==> config.mk <==
export PLATFORM = sky130hd
export DESIGN_NAME = gain_trim_seq
export DESIGN_NICKNAME = d
export VERILOG_FILES = /design/src/rtl/gain_trim_seq.sv
export SDC_FILE = /design/constraint.sdc
export NUM_CORES = 2
export LEC_CHECK = 0
export CORE_MARGIN = 2
export CORE_UTILIZATION = 60
export CTS_CLUSTER_DIAMETER = 150
export DETAILED_ROUTE_END_ITERATION = 10
export HOLD_SLACK_MARGIN = 0.12
export PLACE_DENSITY = 0.8
export SETUP_SLACK_MARGIN = 0.15
export SYNTH_ARGS = -nofsm -noshare
export SYNTH_HDL_FRONTEND = slang
export SYNTH_SLANG_ARGS = --single-unit
==> constraint.sdc <==
create_clock -name clk -period 38.9 [get_ports clk]
set_input_delay 7.78 -clock clk [delete_from_list [all_inputs] [get_ports clk]]
set_output_delay 7.78 -clock clk [all_outputs]
set_load 0.03 [all_outputs]
==> src/rtl/gain_trim_seq.sv <==
// Purpose : per-channel unsigned gain trim of a magnitude frame through one shared pipelined multiplier.
// Latency : strobe in cycle 0 -> trimmed/satFlags update with trimmedStrobe in cycle NUM_GAINS+MULT_LATENCY+2.
// Backpres: none; a strobe arriving while busy is dropped and sets the sticky overrun flag.
//
// Ports:
//   clk, rst          single clock, asynchronous active-high reset
//   gpioData          gain write data (low GAIN_WIDTH bits used)
//   gainStrobes       per-channel shadow gain load; top bit also requests a commit
//   gainRBK           shadow gains, zero-extended to GPIO_WIDTH each
//   overrunClear      clears the sticky overrun flag
//   strobe            frame valid pulse, magnitudes sampled with it
//   magnitudes        packed channel magnitudes, channel k at [k*MAG_WIDTH +: MAG_WIDTH]
//   busy, overrun     frame in progress / sticky dropped-frame flag
//   trimmed, satFlags results of the last completed frame, held between frames
//   trimmedStrobe     one-cycle pulse when results update; trimmedToggle flips with it
module gain_trim_seq #(
  parameter int GPIO_WIDTH   = 32,
  parameter int NUM_GAINS    = 4,
  parameter int MAG_WIDTH    = 26,
  parameter int GAIN_WIDTH   = 27,
  parameter int MULT_LATENCY = 3
) (
  input  logic                            clk,
  input  logic                            rst,
  input  logic [GPIO_WIDTH-1:0]           gpioData,
  input  logic [NUM_GAINS-1:0]            gainStrobes,
  output logic [GPIO_WIDTH*NUM_GAINS-1:0] gainRBK,
  input  logic                            overrunClear,
  input  logic                            strobe,
  input  logic [MAG_WIDTH*NUM_GAINS-1:0]  magnitudes,
  output logic                            busy,
  output logic                            overrun,
  output logic [MAG_WIDTH*NUM_GAINS-1:0]  trimmed,
  output logic [NUM_GAINS-1:0]            satFlags,
  output logic                            trimmedStrobe,
  output logic                            trimmedToggle
);

  generate
    if (NUM_GAINS < 2) begin : g_bad_num_gains
      $error("gain_trim_seq: NUM_GAINS must be at least 2");
    end
    if (GAIN_WIDTH > GPIO_WIDTH) begin : g_bad_gain_width
      $error("gain_trim_seq: GAIN_WIDTH must not exceed GPIO_WIDTH");
    end
    if (MULT_LATENCY < 1) begin : g_bad_latency
      $error("gain_trim_seq: MULT_LATENCY must be at least 1");
    end
  endgenerate

  localparam int PW = MAG_WIDTH + GAIN_WIDTH;   // full product width
  localparam int RW = PW + 1;                   // rounding sum, one guard bit so it never wraps
  localparam int CW = $clog2(NUM_GAINS);
  localparam int DW = $clog2(MULT_LATENCY + 1);

  localparam logic [GAIN_WIDTH-1:0] GAIN_ONE = {1'b1, {(GAIN_WIDTH-1){1'b0}}};
  localparam logic [RW-1:0]         HALF_LSB = RW'(1) << (GAIN_WIDTH - 2);

  typedef enum logic [1:0] {S_IDLE, S_RUN, S_DRAIN, S_DONE} state_t;

  state_t                  state;
  logic [CW-1:0]           issue_ch;
  logic [DW-1:0]           drain_cnt;
  logic [MAG_WIDTH-1:0]    mag_lat     [NUM_GAINS];
  logic [GAIN_WIDTH-1:0]   shadow_gain [NUM_GAINS];
  logic [GAIN_WIDTH-1:0]   shadow_nxt  [NUM_GAINS];
  logic [GAIN_WIDTH-1:0]   active_gain [NUM_GAINS];
  logic                    commit_pending;
  logic                    commit;

  // High gpioData bits are intentionally ignored.
  logic unused_gpio;
  assign unused_gpio = ^gpioData;

  // ---------------------------------------------------------------- gains
  always_comb begin
    for (int i = 0; i < NUM_GAINS; i++) begin
      shadow_nxt[i] = gainStrobes[i] ? gpioData[GAIN_WIDTH-1:0] : shadow_gain[i];
    end
  end

  always_comb begin
    gainRBK = '0;
    for (int i = 0; i < NUM_GAINS; i++) begin
      gainRBK[i*GPIO_WIDTH +: GPIO_WIDTH] = GPIO_WIDTH'(shadow_gain[i]);
    end
  end

  // Commit only between frames so a frame never mixes gain sets. The commit
  // copies shadow_nxt so a write in the commit cycle is taken along.
  assign commit = (state == S_IDLE) && commit_pending;

  always_ff @(posedge clk or posedge rst) begin
    if (rst) begin
      for (int i = 0; i < NUM_GAINS; i++) begin
        shadow_gain[i] <= GAIN_ONE;
        active_gain[i] <= GAIN_ONE;
      end
      commit_pending <= 1'b0;
    end else begin
      for (int i = 0; i < NUM_GAINS; i++) begin
        shadow_gain[i] <= shadow_nxt[i];
        if (commit) active_gain[i] <= shadow_nxt[i];
      end
      commit_pending <= gainStrobes[NUM_GAINS-1] | (commit_pending & ~commit);
    end
  end

  // ---------------------------------------------------------- multiplier
  logic                    issue;
  logic [MAG_WIDTH-1:0]    op_mag;
  logic [GAIN_WIDTH-1:0]   op_gain;
  logic [PW-1:0]           prod_pipe [MULT_LATENCY];
  logic [CW-1:0]           ch_pipe   [MULT_LATENCY];
  logic [MULT_LATENCY-1:0] vld_pipe;

  assign issue   = (state == S_RUN);
  assign op_mag  = mag_lat[issue_ch];
  assign op_gain = active_gain[issue_ch];

  always_ff @(posedge clk or posedge rst) begin
    if (rst) begin
      vld_pipe <= '0;
    end else begin
      vld_pipe <= (vld_pipe << 1) | MULT_LATENCY'(issue);
    end
  end

  always_ff @(posedge clk) begin
    prod_pipe[0] <= PW'(op_mag) * PW'(op_gain);
    ch_pipe[0]   <= issue_ch;
    for (int i = 1; i < MULT_LATENCY; i++) begin
      prod_pipe[i] <= prod_pipe[i-1];
      ch_pipe[i]   <= ch_pipe[i-1];
    end
  end

  // Round half up, then clamp to the magnitude range.
  logic [RW-1:0]        rnd_sum;
  logic [RW-1:0]        rnd_shift;
  logic                 res_sat;
  logic [MAG_WIDTH-1:0] res_val;

  assign rnd_sum   = {1'b0, prod_pipe[MULT_LATENCY-1]} + HALF_LSB;
  assign rnd_shift = rnd_sum >> (GAIN_WIDTH - 1);
  assign res_sat   = |rnd_shift[RW-1:MAG_WIDTH];
  assign res_val   = res_sat ? {MAG_WIDTH{1'b1}} : rnd_shift[MAG_WIDTH-1:0];

  // Results collect here and are published together in one cycle.
  logic [MAG_WIDTH-1:0] res_buf [NUM_GAINS];
  logic [NUM_GAINS-1:0] sat_buf;

  always_ff @(posedge clk or posedge rst) begin
    if (rst) begin
      for (int i = 0; i < NUM_GAINS; i++) res_buf[i] <= '0;
      sat_buf <= '0;
    end else if (vld_pipe[MULT_LATENCY-1]) begin
      res_buf[ch_pipe[MULT_LATENCY-1]] <= res_val;
      sat_buf[ch_pipe[MULT_LATENCY-1]] <= res_sat;
    end
  end

  // ----------------------------------------------------------------- FSM
  // DRAIN lasts MULT_LATENCY+1 cycles: the pipeline plus the result buffer
  // write, so the buffer is complete when the outputs are loaded on leaving it.
  always_ff @(posedge clk or posedge rst) begin
    if (rst) begin
      state         <= S_IDLE;
      issue_ch      <= '0;
      drain_cnt     <= '0;
      for (int i = 0; i < NUM_GAINS; i++) mag_lat[i] <= '0;
      busy          <= 1'b0;
      overrun       <= 1'b0;
      trimmed       <= '0;
      satFlags      <= '0;
      trimmedStrobe <= 1'b0;
      trimmedToggle <= 1'b0;
    end else begin
      trimmedStrobe <= 1'b0;

      if (strobe && (state != S_IDLE)) overrun <= 1'b1;
      else if (overrunClear)           overrun <= 1'b0;

      case (state)
        S_IDLE: begin
          if (strobe) begin
            for (int i = 0; i < NUM_GAINS; i++) begin
              mag_lat[i] <= magnitudes[i*MAG_WIDTH +: MAG_WIDTH];
            end
            issue_ch <= '0;
            busy     <= 1'b1;
            state    <= S_RUN;
          end
        end
        S_RUN: begin
          if (issue_ch == CW'(NUM_GAINS - 1)) begin
            drain_cnt <= '0;
            state     <= S_DRAIN;
          end else begin
            issue_ch <= issue_ch + 1'b1;
          end
        end
        S_DRAIN: begin
          if (drain_cnt == DW'(MULT_LATENCY)) begin
            for (int i = 0; i < NUM_GAINS; i++) begin
              trimmed[i*MAG_WIDTH +: MAG_WIDTH] <= res_buf[i];
            end
            satFlags      <= sat_buf;
            trimmedStrobe <= 1'b1;
            trimmedToggle <= ~trimmedToggle;
            state         <= S_DONE;
          end else begin
            drain_cnt <= drain_cnt + 1'b1;
          end
        end
        default: begin  // S_DONE
          busy  <= 1'b0;
          state <= S_IDLE;
        end
      endcase
    end
  end

endmodule

# After elaboration in Yosys (flattened, before gate mapping)
# Memory sizes are Yosys's and may differ from the RTL's.
# Index checks and enable logic that the tools add are counted.
# op_classes
shifts	0
n_addsub	3
eq_ne	9
bitwise_logic	8
div_mod_pow	0
n_reduce_logical	17
mux	33
magnitude_cmp	5
multipliers	1
# ops
cell	n
two-way mux 27 bit	6
bitwise mux 104 bit	1
two-way mux 26 bit	4
adder 53 x 26 -> 54 bit (second input constant)	1
binary-select mux 27 bit (select 2 bit)	1
multiplier 26 x 27 -> 53 bit	1
binary-select mux 26 bit (select 2 bit)	1
demux 26 bit (select 2 bit)	1
two-way mux 2 bit	7
AND reduction 3 bit	3
inequality test 2 bit (second input constant)	4
case mux 2 bit (2 select lines)	2
nonzero test 2 bit	4
equality test 2 bit (second input constant)	3
>= comparator 3 bit (second input constant)	2
two-way mux 1 bit	6
NOT 2 -> 3 bit	2
case mux 2 bit (3 select lines)	1
AND reduction 2 bit	3
adder 2 x 1 -> 2 bit (second input constant)	2
bitwise mux 4 bit	1
logical AND 1 bit	4
OR reduction 2 bit	2
< comparator 2 x 3 -> 1 bit (second input constant)	1
other kinds (11)	13
# totals
output_inout_bits	240
elab_cells	106
ff_bits	550
memories	2
in_bits	144
ram_bits	165
latchBits	0
rom_bits	0
# memory_table
memory	words	width	read_ports	rd_ports_with_merged_regs	write_ports	line_no	rtl
prod_pipe	3	53	3	0	3	113	logic [PW-1:0] prod_pipe [MULT_LATENCY];
ch_pipe	3	2	3	0	3	114	logic [CW-1:0] ch_pipe [MULT_LATENCY];

# Logic depth before layout (Yosys ltp)
# An unclocked memory read counts as a cell.
# logic_depth
depth_word	7
depth_mapped	31
depth_no_buf	26

# Worst setup path before layout
# OpenSTA, ideal clock, no wires.
# synth_path
path_kind	input -> register
start	in gainStrobes[3]
end	reg active_gain[10] (netlist bit)
slack_ps	29693
setup_time_ps	125
path_buffers	2
required_ps	38775
arrival_time_ps	9082
stages	4
cell_sequence	clkbuf_1 > clkbuf_1 > mux2_2 > mux2_2
# synth_lines
element	line_no	rtl
start, declared	26	input logic [NUM_GAINS-1:0] gainStrobes,
end signal, assigned by index	103	if (commit) active_gain[i] <= shadow_nxt[i];
end, declared	67	logic [GAIN_WIDTH-1:0] active_gain [NUM_GAINS];

==> results.cfg <==
[yosys]
synth_warnings = 0
ys_types = 69
syn_area_um2 = 46500
syn_inst = 4329
synth-seq-cells = 640
synth_edf_count = 0
yosysSeqAreaShare_pct = 33.5
async_reset_ff_share_pct = 85.9
syn_area_per_cell_um2 = 10.7
ys.flop_type = dfrtp_1

[setup_path]
critPathMaxFanout = 46
crit_type = flip-flop to flip-flop
worstPathRequired_ns = 39.38
endpoint_kind = flip-flop
startpoint_type = flip-flop
arrival_ns = 10.74

[run_status]
status = finished, final reports clean

[floorplan]
rows = 102
die_area_um2 = 79700
core_um2 = 77100
die_h_um = 282
io_pins = 384
die_width_um = 282
start_util_pct = 60.3

[timing]
final_max_slew_viol_count = 0
finalHoldViolCount = 0
slew_headroom_pct = 11.4
finalSetupViolations = 0
finalCritPeriodShare_pct = 26.4
rsz0062_at_grt = no
fmax_mhz = 97.5
tightest_slew_ns = 1.33
hold_ws_ns = 0.318
setup_ws_ns = 28.65
clock_skew_ns = 0.0331
finalCriticalPeriod_ns = 10.25
fin_setup_tns_ns = 0

[global_routing]
grt_start_max_net_pins = 195
grt-ovfl-total = 0
grt_pass1_wl_mm = 193
busiest_layer = met2
grt_usage_pct = 31.8
grt_pass1_vias = 35300
use_met3_pct = 7.70
met2_usage_pct = 53.4
grt_antenna_before_repair = 4
grt.met1_usage_pct = 38.2

[job]
cap_violations = 0

[placed_design]
place.gp.congestion = 0.946
numPortBuffers = 358
hpwl_mm = 89.0
post-place-ws_ns = 28.14

[layout]
synthToLayoutAreaGrowth_pct = 14.7
final_common_cell = inv_1
layout-drive-gt1-share_pct = 15.6
final_nets = 5512
final_cell_mix = inv_1 (636), fa_1 (597), dfrtp_1 (540)

[cts]
ctsHoldBuffers = 0
root_buffer = clkbuf_16
cts.sinks = 640
cts_resized = 0
cts_tree = built
cts_buffer_depth = 3
htreeDepth = 3
path_clk_slew_ns = 0.07
cts_buffers = 69
clock_latency_ns = 0.63
post_cts_buffers = 0

[detailed_routing]
drt_wl_total_mm = 122
vias_per_cell = 5.76
drc = 0
drtIter0Drc = 2628
drt_pre_antenna_iters = 6
ant_nets = 0
num_vias = 32700
wl_per_cell_um = 21.6

[worst_hold_path]
hp-class = flip-flop to flip-flop
[per-layer routing]
metal / wire [µm] / share of wire (%)
met5: 13 / 0.011
met4: 7320 / 6.0
met3: 11400 / 9.3
met2: 60000 / 49
met1: 43700 / 36
[registers in the layout, indices dropped and copies added, names as in the netlist, 3 cells and up]
| name | flops |
|---|---|
| active_gain | 108 |
| ch_pipe | 6 |
| gainRBK | 108 |
| mag_lat | 104 |
| prod_pipe | 84 |
| res_buf | 104 |
| satFlags | 4 |
| sat_buf | 4 |
| trimmed | 104 |
| vld_pipe | 3 |
[kinds of logic after synthesis]
logic type               share of synthesized area, %
AND/OR/NAND/NOR                                  9.22
other                                         0.00807
XOR/XNOR                                        0.999
flip-flops                                       33.5
multiplexers                                     13.0
buffers and inverters                            7.37
AO/OA/AOI/OAI                                    4.88
adder cells (fa/ha/maj)                          31.0
[synthesized netlist by cell type, types with 21 or more instances]
cell / n / area (µm²)
clkbuf_1: 199 / 747
o21ai_1: 29 / 145
mux2_2: 476 / 5360
buf_4: 21 / 158
a21oi_1: 83 / 415
fa_1: 597 / 12000
nand2_1: 484 / 1820
xnor2_1: 30 / 263
ha_1: 195 / 2440
buf_1: 22 / 82.6
o21a_1: 46 / 345
dfrtp_1: 542 / 13600
o21ai_0: 123 / 616
nand3_1: 24 / 120
nor2_1: 450 / 1690
a21o_1: 27 / 203
inv_1: 637 / 2390
xor2_1: 23 / 201
dfxtp_1: 90 / 1800
mux2i_1: 49 / 490
[critical path: stages, from the launching register on]
cell	delay (ns)
dfrtp_4	0.61
buf_4	0.68
buf_4	0.69
mux2_2	0.45
o21ai_2	0.98
nor2_1	0.12
fa_1	0.54
inv_1	0.05
fa_1	0.47
inv_1	0.06
fa_1	0.53
inv_1	0.07
fa_1	0.53
inv_1	0.05
fa_1	0.48
fa_1	0.49
inv_1	0.05
fa_1	0.48
inv_1	0.04
ha_1	0.29
a21o_1	0.18
a21o_1	0.18
a21o_1	0.21
a21oi_1	0.32
o21ai_0	0.32
a211oi_1	0.74
o21ai_0	0.24
xor2_1	0.18
[path summary, 6_finish.rpt]
check	startpoint	end	slack (ns)	cells past startpoint
max	issue_ch[1]$_DFFE_PP0P_	prod_pipe[0][42]$_DFF_P_	28.65	27
min	prod_pipe[0][95]$_DFF_P_	prod_pipe[0][148]$_DFF_P_	0.32	0
max reg2reg	issue_ch[1]$_DFFE_PP0P_	prod_pipe[0][42]$_DFF_P_	28.65	27
min reg2reg	prod_pipe[0][95]$_DFF_P_	prod_pipe[0][148]$_DFF_P_	0.32	0
max in group asynchronous	rst	res_buf[92]$_DFFE_PP0P_	28.80	4
min in group asynchronous	rst	trimmedToggle$_DFFE_PP0P_	7.75	2
[cell type report]
cell class | instances | area [µm²]
multi-input cells | 2821 | 27700
fillers | 5494 | 23800
flip-flops and latches | 640 | 15600
repair buffers | 407 | 3970
inverters | 637 | 2400
clock buffers | 92 | 1960
well taps | 1040 | 1300
clock inverters | 35 | 409
diodes | 3 | 7.51
[metrics by stage]
stage	util (%)	cell area [µm²]	std cells
final	69.2	53300	5675
after global placement	66.1	50900	5545
after floorplan	-	46500	4348
after global routing	69.2	53300	5675
after detailed placement	66.1	50900	5545
after CTS	69.1	53300	5672
Power is not shown: default switching activity piles up to over one toggle a cycle in this logic, so the estimate is an artifact.
